### src/rtl/dmem_port_arbiter.sv
// Shares the single-port data memory between the CPU MEM stage (priority) and a host port.
// Optional DMEM_ARB_STATS_EN adds saturating stall/host-access counters (tied to 0 otherwise).
module dmem_port_arbiter #(
    parameter int WIDTH    = 32,
    parameter int MAX_WAIT = 4
) (
    input  logic             clk,
    input  logic             reset,
    input  logic             cpu_we,
    input  logic             cpu_re,
    input  logic [WIDTH-1:0] cpu_a,
    input  logic [WIDTH-1:0] cpu_wd,
    output logic [WIDTH-1:0] cpu_rd,
    output logic             cpu_stall,
    input  logic             host_req,
    input  logic             host_we,
    input  logic [WIDTH-1:0] host_a,
    input  logic [WIDTH-1:0] host_wd,
    output logic             host_ack,
    output logic [WIDTH-1:0] host_rd,
    output logic             mem_we,
    output logic [WIDTH-1:0] mem_a,
    output logic [WIDTH-1:0] mem_wd,
    input  logic [WIDTH-1:0] mem_rd,
    output logic [15:0]      stall_cnt,
    output logic [15:0]      host_cnt
);

    typedef enum logic [1:0] {IDLE, WAIT, HOST, ACK} state_t;

    localparam logic [3:0] WAIT_LIMIT = 4'(MAX_WAIT);

    state_t     state;
    state_t     state_next;
    logic [3:0] wait_cnt;
    logic [3:0] wait_cnt_next;
    logic       cpu_req;
    logic       host_grant;

    assign cpu_req    = cpu_we | cpu_re;
    assign host_grant = (state == HOST);

    always_ff @(posedge clk) begin
        if (reset) begin
            state    <= IDLE;
            wait_cnt <= '0;
            host_rd  <= '0;
        end else begin
            state    <= state_next;
            wait_cnt <= wait_cnt_next;
            if (host_grant) begin
                host_rd <= host_we ? '0 : mem_rd;
            end
        end
    end

    // A host that abandons its request while waiting gets no ack; the forced grant
    // also leaves WAIT, so the counter never needs to exceed WAIT_LIMIT.
    always_comb begin
        state_next    = state;
        wait_cnt_next = wait_cnt;
        case (state)
            IDLE: begin
                wait_cnt_next = '0;
                if (host_req) begin
                    if (cpu_req) begin
                        state_next    = WAIT;
                        wait_cnt_next = 4'd1;
                    end else begin
                        state_next = HOST;
                    end
                end
            end
            WAIT: begin
                if (!host_req) begin
                    state_next    = IDLE;
                    wait_cnt_next = '0;
                end else if (!cpu_req || (wait_cnt >= WAIT_LIMIT)) begin
                    state_next    = HOST;
                    wait_cnt_next = '0;
                end else begin
                    wait_cnt_next = wait_cnt + 4'd1;
                end
            end
            HOST: begin
                state_next    = ACK;
                wait_cnt_next = '0;
            end
            ACK: begin
                state_next = IDLE;
            end
            default: begin
                state_next    = IDLE;
                wait_cnt_next = '0;
            end
        endcase
    end

    always_comb begin
        mem_a     = host_grant ? host_a  : cpu_a;
        mem_wd    = host_grant ? host_wd : cpu_wd;
        mem_we    = !reset && (host_grant ? host_we : cpu_we);
        cpu_stall = !reset && host_grant && cpu_req;
        host_ack  = !reset && (state == ACK);
        cpu_rd    = mem_rd;
    end

`ifdef DMEM_ARB_STATS_EN
    logic [15:0] stall_q;
    logic [15:0] host_q;

    always_ff @(posedge clk) begin
        if (reset) begin
            stall_q <= '0;
            host_q  <= '0;
        end else begin
            if (cpu_stall && (stall_q != 16'hFFFF)) begin
                stall_q <= stall_q + 16'd1;
            end
            if (host_ack && (host_q != 16'hFFFF)) begin
                host_q <= host_q + 16'd1;
            end
        end
    end

    assign stall_cnt = stall_q;
    assign host_cnt  = host_q;
`else
    assign stall_cnt = 16'h0;
    assign host_cnt  = 16'h0;
`endif

endmodule

### config.mk
export PLATFORM = sky130hd
export DESIGN_NAME = dmem_port_arbiter
export DESIGN_NICKNAME = d
export VERILOG_FILES = /design/src/rtl/dmem_port_arbiter.sv
export SDC_FILE = /design/constraint.sdc
export NUM_CORES = 1
export LEC_CHECK = 0
export BUFFER_PORTS_ARGS = -buffer_cell sky130_fd_sc_hd__buf_4
export CAP_MARGIN = 20
export CORE_AREA = 2 2 129 131
export DETAILED_ROUTE_END_ITERATION = 10
export DIE_AREA = 0 0 131 133
export PLACE_DENSITY = 0.52
export SYNTH_ARGS = -nofsm -noshare
export SYNTH_HDL_FRONTEND = slang
export SYNTH_SLANG_ARGS = --single-unit
### constraint.sdc
create_clock -name clk -period 2.65 [get_ports clk]
set_input_delay 0.795 -clock clk [delete_from_list [all_inputs] [get_ports clk]]
set_output_delay 0.795 -clock clk [all_outputs]
set_load 0.05 [all_outputs]
==> results.py <==
metrics = {
    "clock_tree": {
        "cts_hold_buf": 0,
        "ctsRootBufferMaster": "clkbuf_16",
        "clk_latency_ns": 0.27,
        "h-tree-depth": 2,
        "cts_tree": "yes",
        "clockBufferDepth": 2,
        "post_cts_buffers": 0,
        "cts_sinks": 38,
        "clkTransAtPathRegs_ns": 0.05,
        "tritoncts.num_buffers": 5,
    },
    "hold_path": {
        "min_from": "wait_cnt[3]$_SDFFE_PP0P_",
        "holdCritPathClass": "reg2reg",
        "holdPathEnd": "wait_cnt[3]$_SDFFE_PP0P_",
        "hold-path-cell-count": 2,
    },
    "floorplanning": {
        "ioPinCount": 329,
        "die_h_um": 133,
        "initial_utilization": 0.177,
        "die_x_um": 131,
        "die_area_um2": 17400,
        "std_cell_rows": 47,
        "coreArea_um2": 16200,
    },
    "place": {
        "portBuffers": 296,
        "globalplace.congestion": 0.826,
        "dp_hpwl_mm": 10.6,
        "post-place-ws_ns": 0.287,
    },
    "cells_and_area": {
        "syn2layout_area_growth_pct": 81.3,
        "nNetsFinal": 752,
        "n_antenna_cell": 0,
        "drive_gt1_frac": 0.655,
    },
    "critical_path": {
        "critPathLaunchType": "flip-flop",
        "regToRegSetupSlack_ns": 0.96,
        "cp_max_fo": 39,
        "arrival_ns": 1.78,
        "r2r_start": "state[0]$_SDFFE_PP0P_",
        "worst-endpoint-required_ns": 1.86,
        "crit_path_end_kind": "primary output",
        "ff2ff_path_depth": 7,
        "reg2reg_to": "host_rd[6]$_SDFFE_PP0P_",
        "critical_path_class": "reg2out",
    },
    "sta": {
        "setup_ws_ns": 0.0721,
        "hold_viol_final": 0,
        "clock_skew_ns": 0.00539,
        "fmax_mhz": 388,
        "setup_violations": 0,
        "fin_setup_tns_ns": 0,
        "fin_crit_sh": 0.973,
        "final-max-slew-violation-count": 0,
        "rsz0062_at_grt": "no",
        "fin_crit_ns": 2.58,
    },
    "detailed_routing": {
        "drt_wl_total_mm": 12.8,
        "firstDrtPassIters": 4,
        "drc": 0,
        "detail-route-antenna-nets": 0,
        "wl_per_cell_um": 16.0,
        "vias": 3042,
        "drt_iter0_drc": 72,
        "viasPerCell": 3.80,
    },
    "yosys": {
        "synth.area.top_cells": "dfxtp_1 27%, mux2_2 25%, buf_4 17%",
        "yosysWarnings": 0,
        "ys_seq_area_frac": 0.266,
        "yosysTopAreaCell": "dfxtp_1",
        "synth.distinct_cells": 30,
        "netlist_area_um2": 2860,
        "synthArstFlopShare": 0,
        "synth_cells": 323,
        "synth_ff_type": "dfxtp_1",
        "synth_area_per_cell_um2": 8.86,
        "synth_top_area_frac": 0.266,
        "ys_ff_latch": 38,
        "synth_edf_count": 0,
    },
    "power": {
        "total_power_mw": 4.60,
        "vdd_ir_drop_max_mv": 0.297,
        "leakagePower_nw": 2.56,
        "powerDensity_nw_per_um2": 887,
    },
    "global_route": {
        "grt_max_degree": 40,
        "antenna_found_initial": 0,
        "grt_pass1_vias": 3102,
        "grt_pass1_wl_mm": 17.8,
        "grt-ovfl-total": 0,
        "grt_usage": 0.134,
    },
    "outcome": {
        "status": "completed",
    },
    "flow_run": {
        "drv_cap": 0,
    },
}
==> synthesized netlist by cell type, types with 2 or more instances <==
cell      instances
a21oi_1          33
and2b_1           2
buf_2            10
buf_4            65
buf_6             2
clkbuf_1          5
dfxtp_1          38
ha_1              7
inv_1             4
mux2_2           64
mux2i_1           3
nand2_1           4
nand2b_1          2
nor2_1           35
nor2b_1          32
o22ai_1           2
or3b_2            2
==> power by group <==
part | internal [mW] | switching (mW) | leakage, nW
clock | 0.445 | 0.222 | 0.0781
sequential | 0.648 | 0.0530 | 0.308
combinational | 1.18 | 2.06 | 2.17
total | 2.27 | 2.33 | 2.56
==> critical path: stages (launching register included) <==
cell and delay (ns):
dfxtp_1 0.36, inv_2 0.11, ha_4 0.20, buf_12 0.23, mux2_2 0.40, buf_4 0.20
==> layout make-up <==
type / instances / area, um^2
Clock inverter: 1 / 30.0
Clock buffer: 7 / 133
Inverter: 4 / 15.0
Sequential cell: 38 / 761
Tap cell: 220 / 275
Multi-Input combinational cell: 229 / 1640
Timing Repair Buffer: 301 / 2340
Fill cell: 1782 / 11000
==> through the flow <==
step | area (um^2) | std cells | hold slack (ns) | utilization
global placement | 4960 | 790 | 0.428 | 0.307
floorplan | 2990 | 354 | 0.414 | -
detailed placement | 4960 | 790 | 0.429 | 0.307
CTS | 5160 | 799 | 0.439 | 0.319
finish | 5190 | 800 | 0.439 | 0.321
global route | 5190 | 800 | 0.485 | 0.321
==> metal layers <==
metal / global-route usage / vias up / share of wire
met5: 0 / - / 0
met4: 0.0307 / 0 / 0.012
met3: 0.0275 / 8 / 0.086
met2: 0.240 / 168 / 0.50
met1: 0.163 / 1369 / 0.40
li1: - / 1497 / -
==> worst max-delay path by stage <==
stage                           from          to
2_1_floorplan                  reset    host_ack
3_3_place_gp   state[0]$_SDFFE_PP0P_  mem_wd[14]
3_5_place_dp   state[0]$_SDFFE_PP0P_  mem_wd[14]
4_1_cts        state[0]$_SDFFE_PP0P_   mem_a[22]
5_1_grt        state[1]$_SDFFE_PP0P_   mem_a[22]
6_report       state[0]$_SDFFE_PP0P_   mem_a[22]
==> placed cells by master, fill, tap and decap left out, drive strengths merged, types with 3 or more instances in the layout <==
cell and count:
inv 4, ha 7, clkbuf 7, nor2b 32, a21oi 33, mux2 64
dfxtp 38, conb 32, buf 300, nand2 4, nor2 35, mux2i 3
==> logic make-up (layout without fill, tap and decap cells) <==
logic type / count (synthesis) / in the layout / share of synthesized area
AOI/OAI and AO/OA: 39 / 39 / 0.0739
adders and majority gates: 7 / 7 / 0.0306
buffers and inverters: 87 / 313 / 0.209
DFF: 38 / 38 / 0.266
muxes: 67 / 67 / 0.262
other: 1 / 32 / 0.00131
and+or+nand+nor: 84 / 84 / 0.157
==> registers in the layout, summed over array words and instances, names as in the netlist <==
name and flops:
wait_cnt 4, host_rd 32, state 2
==> timing repair <==
action	CTS	global route
hold endpoints to repair	0	0
setup endpoints to repair	20	0
resized for setup	2	0
(Power assumes the default switching activity.)
